$ cat src/rtl/z80_bus_sync.sv
// Z80 bus front end: synchronises and glitch-filters the strobes and emits one
// qualified event per bus cycle. The optional abort timer is enabled by Z80_BUS_TIMEOUT_EN.
module z80_bus_sync #(
  parameter int SYNC_STAGES    = 2,
  parameter int TIMEOUT_CYCLES = 255
) (
  input  logic        clk,
  input  logic        rst,
  input  logic [15:0] z80_a,
  input  logic [7:0]  z80_d_in,
  input  logic        z80_wr,
  input  logic        z80_rd,
  input  logic        z80_iorq,
  input  logic        z80_mreq,
  input  logic        z80_m1,
  output logic        cyc_valid,
  output logic [2:0]  cyc_type,
  output logic [15:0] cyc_addr,
  output logic [7:0]  cyc_wdata,
  output logic        cyc_end,
  output logic        busy,
  output logic        timeout
);

  // state  | meaning
  // ARM    | wait until the synced bus has been seen idle long enough to trust it
  // IDLE   | no cycle in progress; look for a non-zero raw type
  // QUAL   | raw type seen once; confirm it on the next clk
  // ACTIVE | event issued; wait for MREQ and IORQ to both release
  typedef enum logic [1:0] {ARM, IDLE, QUAL, ACTIVE} state_t;

  localparam int ARM_W = $clog2(SYNC_STAGES + 1);

  if (SYNC_STAGES < 2 || TIMEOUT_CYCLES < 1) begin : g_param_check
    $error("z80_bus_sync: SYNC_STAGES must be >= 2 and TIMEOUT_CYCLES >= 1");
  end

  logic [4:0]  strb_sync [SYNC_STAGES];
  logic [15:0] a_sync    [SYNC_STAGES];
  logic [7:0]  d_sync    [SYNC_STAGES];

  always_ff @(posedge clk or posedge rst) begin
    if (rst) begin
      for (int i = 0; i < SYNC_STAGES; i++) begin
        strb_sync[i] <= '1;
        a_sync[i]    <= '1;
        d_sync[i]    <= '1;
      end
    end else begin
      strb_sync[0] <= {z80_m1, z80_mreq, z80_iorq, z80_rd, z80_wr};
      a_sync[0]    <= z80_a;
      d_sync[0]    <= z80_d_in;
      for (int i = 1; i < SYNC_STAGES; i++) begin
        strb_sync[i] <= strb_sync[i-1];
        a_sync[i]    <= a_sync[i-1];
        d_sync[i]    <= d_sync[i-1];
      end
    end
  end

  logic m1_l, mreq_l, iorq_l, rd_l, wr_l;
  logic bus_idle;
  logic [2:0] raw_type;

  assign {m1_l, mreq_l, iorq_l, rd_l, wr_l} = ~strb_sync[SYNC_STAGES-1];
  assign bus_idle = !mreq_l && !iorq_l;

  always_comb begin
    raw_type = 3'd0;
    if (mreq_l && !iorq_l) begin
      if (rd_l && !wr_l)      raw_type = m1_l ? 3'd1 : 3'd2;
      else if (wr_l && !rd_l) raw_type = 3'd3;
    end else if (iorq_l && !mreq_l) begin
      if (m1_l)               raw_type = (!rd_l && !wr_l) ? 3'd6 : 3'd0;
      else if (rd_l && !wr_l) raw_type = 3'd4;
      else if (wr_l && !rd_l) raw_type = 3'd5;
    end
  end

  state_t           state;
  logic [2:0]       qual_type;
  logic [ARM_W-1:0] arm_cnt;

`ifdef Z80_BUS_TIMEOUT_EN
  localparam int TO_BITS = $clog2(TIMEOUT_CYCLES + 1);
  localparam int TW = (TO_BITS < 8) ? 8 : ((TO_BITS > 16) ? 16 : TO_BITS);
  logic [TW-1:0] to_cnt;
`else
  assign timeout = 1'b0;
`endif

  always_ff @(posedge clk or posedge rst) begin
    if (rst) begin
      state     <= ARM;
      qual_type <= 3'd0;
      arm_cnt   <= ARM_W'(SYNC_STAGES);
      cyc_valid <= 1'b0;
      cyc_type  <= 3'd0;
      cyc_addr  <= 16'd0;
      cyc_wdata <= 8'd0;
      cyc_end   <= 1'b0;
      busy      <= 1'b0;
`ifdef Z80_BUS_TIMEOUT_EN
      to_cnt    <= '0;
      timeout   <= 1'b0;
`endif
    end else begin
      cyc_valid <= 1'b0;
      cyc_end   <= 1'b0;
      case (state)
        // The sync chain is preset high, so idle must persist until it has
        // been refilled from the pins before the bus is trusted.
        ARM: begin
          busy <= 1'b0;
          if (bus_idle) begin
            if (arm_cnt == '0) state <= IDLE;
            else               arm_cnt <= arm_cnt - 1'b1;
          end else begin
            arm_cnt <= ARM_W'(SYNC_STAGES);
          end
        end
        IDLE: begin
          busy <= 1'b0;
          if (raw_type != 3'd0) begin
            qual_type <= raw_type;
            state     <= QUAL;
          end
        end
        QUAL: begin
          if (raw_type == qual_type) begin
            cyc_valid <= 1'b1;
            busy      <= 1'b1;
            cyc_type  <= raw_type;
            cyc_addr  <= a_sync[SYNC_STAGES-1];
            cyc_wdata <= (raw_type == 3'd3 || raw_type == 3'd5) ? d_sync[SYNC_STAGES-1] : 8'd0;
`ifdef Z80_BUS_TIMEOUT_EN
            to_cnt    <= TW'(TIMEOUT_CYCLES - 1);
`endif
            state     <= ACTIVE;
          end else begin
            state <= IDLE;
          end
        end
        ACTIVE: begin
          if (bus_idle) begin
            cyc_end <= 1'b1;
            state   <= IDLE;
          end
`ifdef Z80_BUS_TIMEOUT_EN
          else if (to_cnt == '0) begin
            timeout <= 1'b1;
            busy    <= 1'b0;
            arm_cnt <= ARM_W'(SYNC_STAGES);
            state   <= ARM;
          end else begin
            to_cnt <= to_cnt - 1'b1;
          end
`endif
        end
        default: state <= ARM;
      endcase
    end
  end

endmodule
$ cat config.mk
export PLATFORM = sky130hd
export DESIGN_NAME = z80_bus_sync
export DESIGN_NICKNAME = d
export VERILOG_FILES = /design/src/rtl/z80_bus_sync.sv
export SDC_FILE = /design/constraint.sdc
export NUM_CORES = 1
export LEC_CHECK = 0
export BUFFER_PORTS_ARGS = -buffer_cell sky130_fd_sc_hd__buf_2
export CELL_PAD_IN_SITES_DETAIL_PLACEMENT = 1
export CELL_PAD_IN_SITES_GLOBAL_PLACEMENT = 1
export CORE_ASPECT_RATIO = 1.4
export CORE_MARGIN = 5
export CORE_UTILIZATION = 45
export DETAILED_ROUTE_END_ITERATION = 8
export HOLD_SLACK_MARGIN = 0.06
export PLACE_DENSITY = 0.79
export SYNTH_ARGS = -nofsm -noshare
export SYNTH_HDL_FRONTEND = slang
export SYNTH_SLANG_ARGS = --single-unit
$ cat constraint.sdc
create_clock -name clk -period 3.33 [get_ports clk]
set_input_delay 0.333 -clock clk [delete_from_list [all_inputs] [get_ports clk]]
set_output_delay 0.333 -clock clk [all_outputs]
set_load 0.005 [all_outputs]
==> results.json, run 1 <==
{
  "p_sw_share_pct": 29.3,
  "vias": 1963,
  "clkTransAtPathRegs_ns": 0.10,
  "rsz0062_at_grt": "no",
  "outcome": "completed",
  "critical-path-max-stage-delay_ns": 0.57,
  "finalMaxSlewViolations": 0,
  "fin_nets": 359,
  "grt_pass1_wl_mm": 11.1,
  "yosys.area_share.simple_pct": 5.44,
  "fill_cells": 739,
  "seq_power_share_pct": 51.7,
  "regArea_um2": 2450,
  "r2r_setup_slack_ns": 0.57,
  "crit_family": "simple AND/OR/NAND/NOR gates",
  "hold_slack_ns": 0.203,
  "clock-sinks": 95,
  "r2r-start": "strb_sync[1]",
  "numPortBuffers": 60,
  "internal_power_mw": 2.02,
  "final_cell_mix": "buf_2 (60), dfstp_2 (59), dfrtp_1 (36)",
  "synth.top_cell.area_share_pct": 45.2,
  "use_met1_pct": 17.1,
  "core_area_um2": 7410,
  "syn_area_um2": 3430,
  "antenna_found_initial": 0,
  "gp_congestion": 0.770,
  "cp-end-kind": "register",
  "syn_avg_cell_area_um2": 15.7,
  "htreeDepth": 3,
  "muxShareOfSynthArea_pct": 10.1,
  "antenna_cells": 0,
  "num_io_pins": 62,
  "crit_chain": "inv_1 -> ha_1 -> or4bb_1 -> and3_1 -> xnor2_4 -> nor3_4 -> buf_4 -> mux2_2",
  "comb_power_share_pct": 22.4,
  "max_freq_mhz": 363,
  "grt_use_total_pct": 14.9,
  "tightest_slew_ns": 0.975,
  "finalHoldViolCount": 0,
  "crit_path_top_delay_cell": "dfstp_2",
  "cp.required_ns": 3.57,
  "critical_path_class": "register to register",
  "ctsHoldBuffers": 27,
  "synth_compound_area_share_pct": 4.53,
  "drtPass1Iterations": 2,
  "dieWidth_um": 83.8,
  "critPathBufInv": 2,
  "dp_hpwl_mm": 4.30,
  "start_kind": "register",
  "routed_wl_mm": 6.58,
  "grt_pass1_vias": 2171,
  "areaGrowthSynthToFinish_pct": 26.4,
  "ys_top_cells_by_area": "dfstp_2 (45%), dfrtp_1 (26%), mux2_4 (4.8%), ha_1 (3.7%), mux2i_1 (2.6%)",
  "fp.dieArea_um2": 9490,
  "ys_types": 33,
  "start_util_pct": 46.3,
  "cts_root_buf": "clkbuf_8",
  "synth-seq-cells": 95,
  "fin_setup_tns_ns": 0,
  "final-setup-viol-count": 0,
  "postCtsSetupBuffers": 0,
  "met2_usage_pct": 27.1,
  "reg2reg_to": "cyc_addr[14]",
  "relSlewSlack_pct": 35.0,
  "clock_latency_ns": 0.35,
  "p_leak_nw": 1.99,
  "yosys.area_share.adder_pct": 3.65,
  "critPathMaxFanout": 18,
  "layout_commonest_cell": "buf_2",
  "grt_max_degree": 87,
  "via_per_inst": 4.67,
  "drc": 0,
  "irDropWorstVdd_mv": 0.333,
  "met3_usage_pct": 4.08,
  "fin_total_pwr_mw": 2.86,
  "multi_input_area_um2": 860,
  "fin_skew_ns": 0.00949,
  "switching_power_mw": 0.840,
  "ys_warn_count": 0,
  "synth_fp_nets": 259,
  "die-height_um": 113,
  "max_cap_violations": 0,
  "synth_seq_area_share_pct": 71.5,
  "wire_per_inst_um": 15.7,
  "synth_top_family_by_area": "multiplexers",
  "clock_path_buffers": 2,
  "cts_tree": "yes",
  "synth_top_cell_by_area": "dfstp_2",
  "cts_repair_resize_count": 0,
  "layout_min_cycle_time_ns": 2.76,
  "cts_buffers": 9,
  "grt-ovfl-total": 0,
  "synth_xor_area_share_pct": 1.28,
  "post-route-period-util_pct": 82.8,
  "drt_iter0_drc": 74,
  "grt-busiest-layer": "met2",
  "p_clk_share_pct": 25.9,
  "num_rows": 37,
  "synth_cells": 218,
  "hold_class": "primary input to async pin",
  "reg2reg_depth": 8,
  "crit_arrival_ns": 3.00,
  "ant_nets": 0,
  "drive_above_1_share_pct": 51.4,
  "p_per_area_nw_per_um2": 661
}
## worst max-delay path by stage
stage                  from           end  slack, ns  depth (start not counted)
6_report       strb_sync[1]  cyc_addr[14]       0.57                          8
5_1_grt        strb_sync[1]  cyc_addr[13]       0.45                          8
4_1_cts        strb_sync[1]  cyc_addr[13]       0.54                          8
3_5_place_dp   strb_sync[1]  cyc_addr[13]       0.60                          8
3_3_place_gp   strb_sync[1]  cyc_addr[12]       0.68                          8
2_1_floorplan           rst    arm_cnt[0]       0.62                          1
## routing by layer
layer | routed length, um | part of all wire [%]
met4 | 65 | 0.99
met1 | 2550 | 39
met2 | 3700 | 56
met5 | 0 | 0
met3 | 261 | 4.0
## sequential cells by signal (all words and copies together), names as in the netlist
name	flops
cyc_type	3
a_sync	32
arm_cnt	2
cyc_wdata	8
cyc_addr	16
cyc_end	1
busy	1
d_sync	16
state	2
cyc_valid	1
strb_sync	10
qual_type	3
## per-stage QoR
stage               instance area, um2  cells  util (%)  worst slack (ns)
floorplan                         3430    218         -             0.618
CTS                               4310    418      58.2             0.541
global route                      4330    420      58.5             0.449
global placement                  3840    375      51.8             0.676
detailed placement                3840    375      51.8             0.599
finish                            4330    420      58.5             0.572
## cell usage after synthesis
library cell and instances:
nand3_1 1, o22ai_2 1, buf_6 3, nand2_1 14
a31oi_1 2, o211ai_1 1, a22o_1 1, o31ai_1 1
inv_1 20, dfstp_2 59, and3_1 3, buf_4 1
nand4b_1 1, nor2_1 5, dfrtp_1 36, a21oi_1 6
mux2_2 8, or4bb_1 2, nand2b_1 5, xnor2_4 1
o21ai_0 5, nor3_4 1, a31o_2 1, mux2i_1 9
a21o_1 1, mux2_4 11, or2_2 2, a211oi_1 1
ha_1 10, conb_1 1, xnor2_2 1, a41oi_1 1
o22ai_1 3
## layout make-up
cell class,instances,share of cell area [%]
clock buffers,10,3.18
clock inverters,6,1.47
inverters,20,1.79
multi-input cells,99,19.8
flip-flops and latches,95,56.6
well taps,97,2.80
repair buffers,93,14.3
## power by group through the flow
| stage | Sequential (mW) | Clock [mW] | Combinational [mW] |
|---|---|---|---|
| global placement | 1.49 | 0 | 0.588 |
| detailed placement | 1.50 | 0 | 0.616 |
| finish | 1.48 | 0.743 | 0.641 |
| CTS | 1.48 | 0.769 | 0.649 |
| global route | 1.51 | 0.821 | 0.714 |
| floorplan | 1.48 | 0 | 0.395 |
## cells by family after synthesis
logic type                 count (synthesis)
xor gates and xnor gates                   2
and+or+nand+nor                           34
AOI/OAI and AO/OA                         24
other                                      1
adders and majority gates                 10
DFF                                       95
buffers and inverters                     24
muxes                                     28
Power figures use the tool's default switching activity.
==> run 2, diff against run 1 <==
--- a/config.mk
+++ b/config.mk
@@ -10,10 +10,10 @@
 export CELL_PAD_IN_SITES_GLOBAL_PLACEMENT = 1
 export CORE_ASPECT_RATIO = 1.4
 export CORE_MARGIN = 5
-export CORE_UTILIZATION = 45
+export CORE_UTILIZATION = 41
 export DETAILED_ROUTE_END_ITERATION = 8
 export HOLD_SLACK_MARGIN = 0.06
-export PLACE_DENSITY = 0.79
+export PLACE_DENSITY = 0.76
 export SYNTH_ARGS = -nofsm -noshare
 export SYNTH_HDL_FRONTEND = slang
 export SYNTH_SLANG_ARGS = --single-unit
==> constraint.sdc (replaced) <==
create_clock -name clk -period 2.3 [get_ports clk]
set_input_delay 0.23 -clock clk [delete_from_list [all_inputs] [get_ports clk]]
set_output_delay 0.23 -clock clk [all_outputs]
set_load 0.005 [all_outputs]
==> run 2 against run 1 <==
  * The run now ends with negative setup slack left
  * First-iteration DRC count down 2.7%
  * Via count up 4.8%
  * Sequential cell count unchanged
  * Largest power group unchanged
==> results.json, run 2 (synthesized netlist as in run 1, its figures left out) <==
{
  "start_kind": "register",
  "routed_wl_mm": 7.42,
  "worst_slack_ns": -0.162,
  "r2r_setup_slack_ns": -0.16,
  "crit_chain": "inv_1 -> ha_1 -> nand2b_1 -> a21oi_2 -> mux2_4 -> nor3_4 -> buf_6 -> mux2_4",
  "core_area_um2": 8150,
  "cts_root_buf": "clkbuf_16",
  "cp-end-kind": "register",
  "via_per_inst": 4.61,
  "grt_max_degree": 96,
  "dp_hpwl_mm": 4.34,
  "cp.depth": 8,
  "regMostFlops": "a_sync",
  "fp.dieArea_um2": 10300,
  "hold_start": "strb_sync[6]",
  "grt-ovfl-total": 0,
  "fin_setup_tns_ns": -3.50,
  "final_cells": 446,
  "die-height_um": 118,
  "ant_nets": 0,
  "cts_tree": "yes",
  "max_freq_mhz": 406,
  "cp.required_ns": 2.53,
  "drtPass1Iterations": 4,
  "crit_path_top_delay_cell": "dfstp_2",
  "p_leak_nw": 2.18,
  "violations": "negative setup slack",
  "critPathMaxFanout": 9,
  "cts_buffers": 9,
  "outcome": "finished, violations left",
  "reg2reg_depth": 8,
  "htreeDepth": 3,
  "grt_pass1_wl_mm": 12.1,
  "clock_latency_ns": 0.34,
  "wire_per_inst_um": 16.6,
  "final_cell_mix": "buf_2 (60), dfstp_2 (59), dfrtp_1 (36)",
  "vias": 2058,
  "post-route-period-util_pct": 107,
  "antenna_found_initial": 0,
  "finalHoldViolCount": 0,
  "fin_area_um2": 4740,
  "p_per_area_nw_per_um2": 1030,
  "crit_arrival_ns": 2.69,
  "clock_path_buffers": 2,
  "start_util_pct": 42.1,
  "layout_commonest_cell": "buf_2",
  "hold_slack_ns": 0.355,
  "clock-sinks": 95,
  "irDropWorstVdd_mv": 0.615,
  "fin_skew_ns": 0.0101,
  "clkTransAtPathRegs_ns": 0.07,
  "hold_class": "register to register",
  "crit_family": "multiplexers",
  "fin_nets": 380,
  "reg.largest.list": "a_sync: 32 flops, cyc_addr: 16 flops, d_sync: 16 flops",
  "r2r-start": "strb_sync[0]",
  "final-setup-viol-count": 26,
  "crit_path_start": "strb_sync[0]",
  "placed_area_um2": 3980,
  "largest_register_ffs": 32,
  "drc": 0,
  "numPortBuffers": 60,
  "dieWidth_um": 87.3,
  "gp_congestion": 0.800,
  "crit_end": "cyc_addr[9]",
  "critPathBufInv": 2,
  "areaGrowthSynthToFinish_pct": 38.2,
  "rsz0062_at_grt": "yes",
  "dp.cells": 392,
  "num_io_pins": 62,
  "finalMaxSlewViolations": 0,
  "grt_pass1_vias": 2443,
  "grt_use_total_pct": 15.3,
  "critical-path-max-stage-delay_ns": 0.53,
  "max_cap_violations": 0,
  "num_rows": 39,
  "drt_iter0_drc": 72,
  "cpMostUsedCell": "mux2_4",
  "layout_min_cycle_time_ns": 2.46,
  "critical_path_class": "register to register",
  "drive_above_1_share_pct": 55.8,
  "antenna_cells": 0,
  "reg2reg_to": "cyc_addr[9]"
}
-- run 2: cell count changes in the layout (fill, tap and decap cells not counted), sizes merged --
cell         delta
buf            +20
clkinv          -1
dlygate4sd3     +1
clkbuf          +1
bufinv          +2
inv             -2
-- run 2: cell type report --
class	count	area [um2]
Timing Repair Buffer	114	820
Clock inverter	5	88.8
Inverter	20	78.8
Sequential cell	95	2450
Clock buffer	11	243
Tap cell	102	128
Multi-Input combinational cell	99	927
Fill cell	797	3410
-- run 2: where the power goes --
part / switching, mW / internal [mW]
clock: 0.630 / 0.996
combinational: 0.483 / 0.624
sequential: 0.167 / 1.98
total: 1.28 / 3.60
-- run 2: worst min-delay path by stage --
stage | end | slack (ns) | cells after the start
after floorplan | a_sync[16] | 0.23 | 0
after global placement | a_sync[28] | 0.33 | 1
after detailed placement | d_sync[15] | 0.34 | 1
after CTS | strb_sync[1] | 0.36 | 0
after global routing | d_sync[2] | 0.36 | 0
final | strb_sync[1] | 0.35 | 0
-- run 2: metrics by stage --
step                      power, mW  worst slack (ns)  util (%)
after floorplan                2.72            -0.317         -
after global placement         3.06            -0.258      48.8
after detailed placement       3.13            -0.319      48.8
after CTS                      4.92            -0.218      58.5
after global routing           5.14            -0.242      58.1
final                          4.88            -0.162      58.1
-- run 2: metal layers --
metal  up-vias  global-route usage [%]  share of wire, %
li1        960                       -                 -
met1      1047                    17.9                40
met2        42                    26.4                54
met3         9                    3.62               3.9
met4         0                    6.43               1.8
met5         -                       0                 0
-- run 2: what timing repair did --
| item | 4_1_cts | 5_1_grt |
|---|---|---|
| setup endpoints to repair | 28 | 31 |
| hold buffers | 30 | 0 |
| hold endpoints to repair | 62 | 0 |
| setup buffers | 8 | 3 |
| resized for setup | 21 | 4 |
| cloned | 1 | 0 |
| pin swaps | 3 | 4 |
